$ cat config.mk
export PLATFORM = sky130hd
export DESIGN_NAME = add_sub_pipe_flat
export DESIGN_NICKNAME = d
export VERILOG_FILES = /design/src/rtl/add_sub_pipe_pkg.sv /design/src/rtl/add_sub_pipe_if.sv /design/src/rtl/add_sub_pipe_seg.sv /design/src/rtl/add_sub_pipe.sv /design/src/flat_wrapper.sv
export SDC_FILE = /design/constraint.sdc
export NUM_CORES = 1
export LEC_CHECK = 0
export ABC_CLOCK_PERIOD_IN_PS = 2850
export BUFFER_PORTS_ARGS = -buffer_cell sky130_fd_sc_hd__buf_2
export CAP_MARGIN = 10
export CORE_UTILIZATION = 36
export CTS_CLUSTER_DIAMETER = 150
export DETAILED_ROUTE_END_ITERATION = 16
export SKIP_LAST_GASP = 1
export SLEW_MARGIN = 20
export SYNTH_ARGS = -nofsm -noshare
export SYNTH_HDL_FRONTEND = slang
export SYNTH_SLANG_ARGS = --single-unit
$ cat constraint.sdc
create_clock -name clk -period 2.85 [get_ports clk]
set_input_delay 0.57 -clock clk [delete_from_list [all_inputs] [get_ports clk]]
set_output_delay 0.57 -clock clk [all_outputs]
set_load 0.05 [all_outputs]
$ cat src/rtl/add_sub_pipe_pkg.sv
// Shared types and constants for the pipelined adder/subtractor:
// operation encoding, saturation constants and small opcode decoders.
package add_sub_pkg;

    typedef enum logic [1:0] {
        OP_ADD  = 2'b00,
        OP_SUB  = 2'b01,
        OP_ADDS = 2'b10,
        OP_SUBS = 2'b11
    } op_e;

    // Upper bound on supported operand width for the saturation constants.
    localparam int MAX_W = 128;

    function automatic logic [MAX_W-1:0] sat_max(input int width);
        logic [MAX_W-1:0] v;
        v = '0;
        for (int i = 0; i < width - 1; i++) begin
            v[i] = 1'b1;
        end
        return v;
    endfunction

    function automatic logic [MAX_W-1:0] sat_min(input int width);
        logic [MAX_W-1:0] v;
        v = '0;
        v[width-1] = 1'b1;
        return v;
    endfunction

    function automatic logic is_sub(input op_e op);
        return (op == OP_SUB) || (op == OP_SUBS);
    endfunction

    function automatic logic is_sat(input op_e op);
        return (op == OP_ADDS) || (op == OP_SUBS);
    endfunction

endpackage

$ cat src/rtl/add_sub_pipe_if.sv
// Valid/ready operand and result channel of the pipelined adder/subtractor.
interface add_sub_pipe_if
    import add_sub_pkg::*;
#(
    parameter int WIDTH = 16
) ();

    logic             in_valid;
    logic             in_ready;
    logic [WIDTH-1:0] dataa;
    logic [WIDTH-1:0] datab;
    op_e              op;
    logic             out_valid;
    logic             out_ready;
    logic [WIDTH-1:0] sum;
    logic             carry;
    logic             ovf;
    logic             zero;

    modport master (
        output in_valid, dataa, datab, op, out_ready,
        input  in_ready, out_valid, sum, carry, ovf, zero
    );

    modport slave (
        input  in_valid, dataa, datab, op, out_ready,
        output in_ready, out_valid, sum, carry, ovf, zero
    );

endinterface

$ cat src/rtl/add_sub_pipe_seg.sv
// One SEG-bit slice of the carry chain plus its pipeline register. The value
// to register for the result/flags comes back from the parent so the last
// slice can latch the saturated result and final flags directly.
module add_sub_seg
    import add_sub_pkg::*;
#(
    parameter int WIDTH = 16,
    parameter int SEG   = 8,
    parameter int IDX   = 0
) (
    input  logic             clk,
    input  logic             rst,
    input  logic             adv_i,
    input  logic             valid_i,
    input  op_e              op_i,
    input  logic [WIDTH-1:0] a_i,
    input  logic [WIDTH-1:0] b_i,
    input  logic [WIDTH-1:0] res_i,
    input  logic             carry_i,
    output logic [WIDTH-1:0] resSum_o,
    output logic             carrySum_o,
    input  logic [WIDTH-1:0] res_d_i,
    input  logic [2:0]       flags_d_i,
    output logic             valid_o,
    output op_e              op_o,
    output logic [WIDTH-1:0] a_o,
    output logic [WIDTH-1:0] b_o,
    output logic [WIDTH-1:0] res_o,
    output logic [2:0]       flags_o
);

    logic [SEG:0]     slice;
    logic             valid_q;
    op_e              op_q;
    logic [WIDTH-1:0] a_q;
    logic [WIDTH-1:0] b_q;
    logic [WIDTH-1:0] res_q;
    logic [2:0]       flags_q;

    always_comb begin
        slice = {1'b0, a_i[IDX*SEG +: SEG]} + {1'b0, b_i[IDX*SEG +: SEG]}
              + {{SEG{1'b0}}, carry_i};
        resSum_o = res_i;
        resSum_o[IDX*SEG +: SEG] = slice[SEG-1:0];
        carrySum_o = slice[SEG];
    end

    // The whole pipeline freezes together when the output is stalled.
    always_ff @(posedge clk) begin
        if (rst) begin
            valid_q <= 1'b0;
            op_q    <= OP_ADD;
            a_q     <= '0;
            b_q     <= '0;
            res_q   <= '0;
            flags_q <= '0;
        end else if (adv_i) begin
            valid_q <= valid_i;
            op_q    <= op_i;
            a_q     <= a_i;
            b_q     <= b_i;
            res_q   <= res_d_i;
            flags_q <= flags_d_i;
        end
    end

    assign valid_o = valid_q;
    assign op_o    = op_q;
    assign a_o     = a_q;
    assign b_o     = b_q;
    assign res_o   = res_q;
    assign flags_o = flags_q;

endmodule

$ cat src/rtl/add_sub_pipe.sv
// Pipelined WIDTH-bit adder/subtractor with optional signed saturation.
// The carry chain is cut into STAGES registered slices under one global stall.
module add_sub_pipe
    import add_sub_pkg::*;
#(
    parameter int WIDTH  = 16,
    parameter int STAGES = 2
) (
    input logic          clk,
    input logic          rst,
    add_sub_pipe_if.slave bus
);

    localparam int SEG  = WIDTH / STAGES;
    localparam int LAST = STAGES - 1;
    localparam logic [MAX_W-1:0] SAT_MAX_W = sat_max(WIDTH);
    localparam logic [MAX_W-1:0] SAT_MIN_W = sat_min(WIDTH);
    localparam logic [WIDTH-1:0] SAT_MAX   = SAT_MAX_W[WIDTH-1:0];
    localparam logic [WIDTH-1:0] SAT_MIN   = SAT_MIN_W[WIDTH-1:0];

    // Index k holds the inputs of stage k; index STAGES is the output register.
    logic             stgValid [STAGES+1];
    op_e              stgOp    [STAGES+1];
    logic [WIDTH-1:0] stgA     [STAGES+1];
    logic [WIDTH-1:0] stgB     [STAGES+1];
    logic [WIDTH-1:0] stgRes   [STAGES+1];
    logic [2:0]       stgFlags [STAGES+1];

    logic [WIDTH-1:0] resSum   [STAGES];
    logic             carrySum [STAGES];
    logic [WIDTH-1:0] resD     [STAGES];
    logic [2:0]       flagsD   [STAGES];

    logic             adv;
    logic             aMsb;
    logic             bMsb;
    logic             rMsb;
    logic             lastOvf;
    logic             lastCarry;
    logic             lastZero;
    logic [WIDTH-1:0] lastRes;

    assign adv = ~stgValid[STAGES] | bus.out_ready;

    // Subtraction is A + ~B + 1, so the op's low bit is both invert and carry-in.
    assign stgValid[0] = bus.in_valid;
    assign stgOp[0]    = bus.op;
    assign stgA[0]     = bus.dataa;
    assign stgB[0]     = is_sub(bus.op) ? ~bus.datab : bus.datab;
    assign stgRes[0]   = '0;
    assign stgFlags[0] = {is_sub(bus.op), 2'b00};

    always_comb begin
        aMsb      = stgA[LAST][WIDTH-1];
        bMsb      = stgB[LAST][WIDTH-1];
        rMsb      = resSum[LAST][WIDTH-1];
        lastOvf   = (aMsb == bMsb) && (rMsb != aMsb);
        lastCarry = is_sub(stgOp[LAST]) ? ~carrySum[LAST] : carrySum[LAST];
        lastRes   = resSum[LAST];
        if (is_sat(stgOp[LAST]) && lastOvf) begin
            lastRes = aMsb ? SAT_MIN : SAT_MAX;
        end
        lastZero  = (lastRes == '0);
    end

    for (genvar k = 0; k < STAGES; k++) begin : g_stage
        if (k == LAST) begin : g_last
            assign resD[k]   = lastRes;
            assign flagsD[k] = {lastCarry, lastOvf, lastZero};
        end else begin : g_mid
            assign resD[k]   = resSum[k];
            assign flagsD[k] = {carrySum[k], 2'b00};
        end

        add_sub_seg #(
            .WIDTH (WIDTH),
            .SEG   (SEG),
            .IDX   (k)
        ) u_seg (
            .clk        (clk),
            .rst        (rst),
            .adv_i      (adv),
            .valid_i    (stgValid[k]),
            .op_i       (stgOp[k]),
            .a_i        (stgA[k]),
            .b_i        (stgB[k]),
            .res_i      (stgRes[k]),
            .carry_i    (stgFlags[k][2]),
            .resSum_o   (resSum[k]),
            .carrySum_o (carrySum[k]),
            .res_d_i    (resD[k]),
            .flags_d_i  (flagsD[k]),
            .valid_o    (stgValid[k+1]),
            .op_o       (stgOp[k+1]),
            .a_o        (stgA[k+1]),
            .b_o        (stgB[k+1]),
            .res_o      (stgRes[k+1]),
            .flags_o    (stgFlags[k+1])
        );
    end

    assign bus.in_ready  = adv;
    assign bus.out_valid = stgValid[STAGES];
    assign bus.sum       = stgRes[STAGES];
    assign bus.carry     = stgFlags[STAGES][2];
    assign bus.ovf       = stgFlags[STAGES][1];
    assign bus.zero      = stgFlags[STAGES][0];

endmodule

$ cat src/flat_wrapper.sv
// flat-port wrapper written by rule: the top's interface ports become plain ports
module add_sub_pipe_flat import add_sub_pkg::*;
#(
    parameter int WIDTH  = 16,
    parameter int STAGES = 2
)
  (clk, rst, bus_in_valid, bus_dataa, bus_datab, bus_op, bus_out_ready, bus_in_ready, bus_out_valid, bus_sum, bus_carry, bus_ovf, bus_zero);
  add_sub_pipe_if #(.WIDTH(WIDTH)) bus_i ();
  input logic clk;
  input logic rst;
  input wire logic [$bits(bus_i.in_valid)-1:0] bus_in_valid;
  input wire logic [$bits(bus_i.dataa)-1:0] bus_dataa;
  input wire logic [$bits(bus_i.datab)-1:0] bus_datab;
  input wire logic [$bits(bus_i.op)-1:0] bus_op;
  input wire logic [$bits(bus_i.out_ready)-1:0] bus_out_ready;
  output wire logic [$bits(bus_i.in_ready)-1:0] bus_in_ready;
  output wire logic [$bits(bus_i.out_valid)-1:0] bus_out_valid;
  output wire logic [$bits(bus_i.sum)-1:0] bus_sum;
  output wire logic [$bits(bus_i.carry)-1:0] bus_carry;
  output wire logic [$bits(bus_i.ovf)-1:0] bus_ovf;
  output wire logic [$bits(bus_i.zero)-1:0] bus_zero;
  assign bus_i.in_valid = bus_in_valid;
  assign bus_i.dataa = bus_dataa;
  assign bus_i.datab = bus_datab;
  assign bus_i.op = bus_op;
  assign bus_i.out_ready = bus_out_ready;
  assign bus_in_ready = bus_i.in_ready;
  assign bus_out_valid = bus_i.out_valid;
  assign bus_sum = bus_i.sum;
  assign bus_carry = bus_i.carry;
  assign bus_ovf = bus_i.ovf;
  assign bus_zero = bus_i.zero;
  add_sub_pipe #(.WIDTH(WIDTH), .STAGES(STAGES)) u_core (.clk(clk), .rst(rst), .bus(bus_i));
endmodule
==> qor.csv <==
metric,value,unit
status,completed,
cp_cell_sequence,fa_1 -> inv_1 -> fa_1 -> nand2b_1 -> a21o_1 -> a311oi_1 -> o21ai_1 -> o41a_1 -> a31oi_1,
worst_slew_pin_slew,0.5887,ns
reg2regPathDepth,9,
period_needed,2.492,ns
async_flop_share,0,%
detail_route.first_pass.iterations,4,
syn_area,2650,um^2
irDropWorstVdd,0.2400,mV
clock.fmax,0.4013,GHz
postRouteAntennaNets,0,
period_share,87.43,%
fillers,708,
io_buffers,58,
path_max_fanout,3,
slew_violations,0,
synth_top_area_cell,dfxtp_1,
grt_max_degree,37,
cts_tree,built,
numCtsBuffers,5,
final_common_cell,buf_2,
antenna_found_initial,0,
worstPathArrival,2.73,ns
die_y,87.80,um
holdWs,0.4515,ns
required,3.09,ns
maxSlewHeadroom,60.71,%
crit_path_end_kind,register,
power_density,568.0,nW/um^2
syn_nets,374,
place_ws,0.3778,ns
r2r_slack,0.36,ns
rr_startpoint,u_core.g_stage[0].u_seg.flags_o[2]$_SDFFE_PP0P_,
synth-seq-cells,48,
synth_top_area_share,36.26,%
path_clk_slew,0.09,ns
setup-violations-final,0,
grt_pass1_vias,2146,
place_hpwl,4790,um
synthTopCellsByArea,"dfxtp_1 (36%), nand2_1 (6.8%), ha_1 (6.6%)",
postCtsSetupRepairBufs,0,
drive_gt1_share,22.99,%
viasPerCell,5.111,
worst_slack,0.3583,ns
io_pins,59,
startpoint_type,register,
die_width,87.80,um
slowest_delay,0.39,ns
ctsHoldBuffers,0,
synth_edf_count,0,
critPathMostFrequentCell,fa_1,
grt_pass1_wl,10450,um
clk_path_buf_depth,2,
r2r_end,u_core.g_stage[1].u_seg.flags_o[0]$_SDFFE_PP0P_,
clkSinkCount,48,
h-tree-depth,2,
overflow,0,
finalHoldViolCount,0,
gp_congestion,0.8516,
drc,0,
yosysUniqueCellTypes,53,
critPathSlowestCell,fa_1,
crit_type,register to register,
leakage,1.382,nW
finalSetupTns,0,ns
max-cap-violations,0,
postSynthCellCount,319,
die_area,7708,um^2
holdPathStages,2,
yosysSeqAreaShare,36.26,%
start_util,38.16,%
cts_resized,0,
synthFlopType,dfxtp_1,
fin_skew,0.008741,ns
syn_avg_cell_area,8.307,um^2
root_buffer,clkbuf_8,
synth_warnings,0,
routed_wl,6228,um
std_cell_rows,30,
core,6944,um^2
area_growth,17.94,%
num_vias,2402,
grt_util_all_layers,17.36,%
n_antenna_cell,0,
fin_nets,428,
clock_latency,0.30,ns
hold_path.class,register to register,
drtIter0Drc,135,
crit_end,u_core.g_stage[1].u_seg.flags_o[0]$_SDFFE_PP0P_,
rsz0062_at_grt,no,
startpoint,u_core.g_stage[0].u_seg.flags_o[2]$_SDFFE_PP0P_,
final_cell_mix,"buf_2 (58), nand2_1 (48), dfxtp_1 (48)",
post_drt_wl_per_cell,13.25,um
cell families (layout without fill, tap and decap cells):
family / after synthesis / in the layout / share of synthesized area (%)
DFF: 48 / 48 / 36.26
xor gates and xnor gates: 24 / 24 / 7.932
buffers and inverters: 24 / 79 / 3.966
AOI/OAI and AO/OA: 96 / 96 / 24.22
muxes: 1 / 1 / 0.3777
adders and majority gates: 17 / 17 / 8.876
and+or+nand+nor: 109 / 109 / 18.37
through the flow:
| step | power [mW] | cells | util (%) | cell area (um^2) |
|---|---|---|---|---|
| after CTS | 1.798 | 470 | 45.01 | 3126 |
| after floorplan | 1.213 | 319 | - | 2650 |
| after global placement | 1.351 | 462 | 43.62 | 3029 |
| final | 1.775 | 470 | 45.01 | 3126 |
| after global routing | 1.892 | 470 | 45.01 | 3126 |
| after detailed placement | 1.361 | 462 | 43.62 | 3029 |
layer usage:
layer / track usage [%] / vias up / share of wire, %
met5: 0 / - / 0
met2: 26.15 / 62 / 44
li1: - / 1244 / -
met4: 4.471 / 0 / 0.67
met1: 24.93 / 1094 / 50
met3: 3.864 / 2 / 5.4
critical path, delay by kind of cell (launching register included):
kind	cells	cell delay (ns)
and+or+nand+nor	1	0.19
buffers and inverters	1	0.06
adders and majority gates	2	0.60
AOI/OAI and AO/OA	5	1.22
DFF	1	0.38
synthesized netlist by cell type, types with 2 or more instances:
cell type  count
nor2_1        31
o21ai_0       12
dfxtp_1       48
nand2_1       48
ha_1          14
inv_1          7
fa_1           3
o221a_2        6
o31ai_1        3
nor3_1         5
nand3_1        2
buf_2          3
o21ai_1        4
nor2_2         2
xor2_1        12
a31oi_1        3
a21o_1         3
xnor2_1       12
nand2b_1       4
or4_1          2
clkbuf_1       8
a21oi_1       31
nand3b_1       2
a211oi_1      14
buf_1          4
nor2b_1        2
or3_1          3
a2111oi_0      2
a22o_1         3
o21a_1         3
how the worst min path moves through the flow:
stage / start / endpoint / slack [ns]
after floorplan: u_core.g_stage[0].u_seg.valid_o$_SDFFE_PP0P_ / u_core.g_stage[0].u_seg.valid_o$_SDFFE_PP0P_ / 0.43
after global placement: u_core.g_stage[1].u_seg.res_o[5]$_SDFFE_PP0P_ / u_core.g_stage[1].u_seg.res_o[5]$_SDFFE_PP0P_ / 0.43
after detailed placement: u_core.g_stage[1].u_seg.res_o[5]$_SDFFE_PP0P_ / u_core.g_stage[1].u_seg.res_o[5]$_SDFFE_PP0P_ / 0.44
after CTS: u_core.g_stage[1].u_seg.res_o[12]$_SDFFE_PP0P_ / u_core.g_stage[1].u_seg.res_o[12]$_SDFFE_PP0P_ / 0.46
after global routing: u_core.g_stage[1].u_seg.res_o[4]$_SDFFE_PP0P_ / u_core.g_stage[1].u_seg.res_o[4]$_SDFFE_PP0P_ / 0.48
final: u_core.g_stage[1].u_seg.res_o[12]$_SDFFE_PP0P_ / u_core.g_stage[1].u_seg.res_o[12]$_SDFFE_PP0P_ / 0.45
power by group:
group	switching, mW	internal (mW)
Sequential	0.0458	0.744
Clock	0.234	0.199
Combinational	0.349	0.205
layout make-up:
type | count | area [um^2] | area share [%]
Multi-Input combinational cell | 247 | 1587 | 50.76
Sequential cell | 48 | 960.9 | 30.74
Clock buffer | 6 | 82.58 | 2.642
Clock inverter | 2 | 13.76 | 0.4404
Timing Repair Buffer | 64 | 335.3 | 10.73
Inverter | 7 | 26.28 | 0.8407
Tap cell | 96 | 120.1 | 3.843
sequential cells by signal (all words and copies together) (netlist names):
register and cells:
u_core.g_stage.u_seg.b_o 8, u_core.g_stage.u_seg.op_o 2, u_core.g_stage.u_seg.flags_o 4, u_core.g_stage.u_seg.valid_o 2
u_core.g_stage.u_seg.res_o 24, u_core.g_stage.u_seg.a_o 8
(Power assumes the default switching activity.)
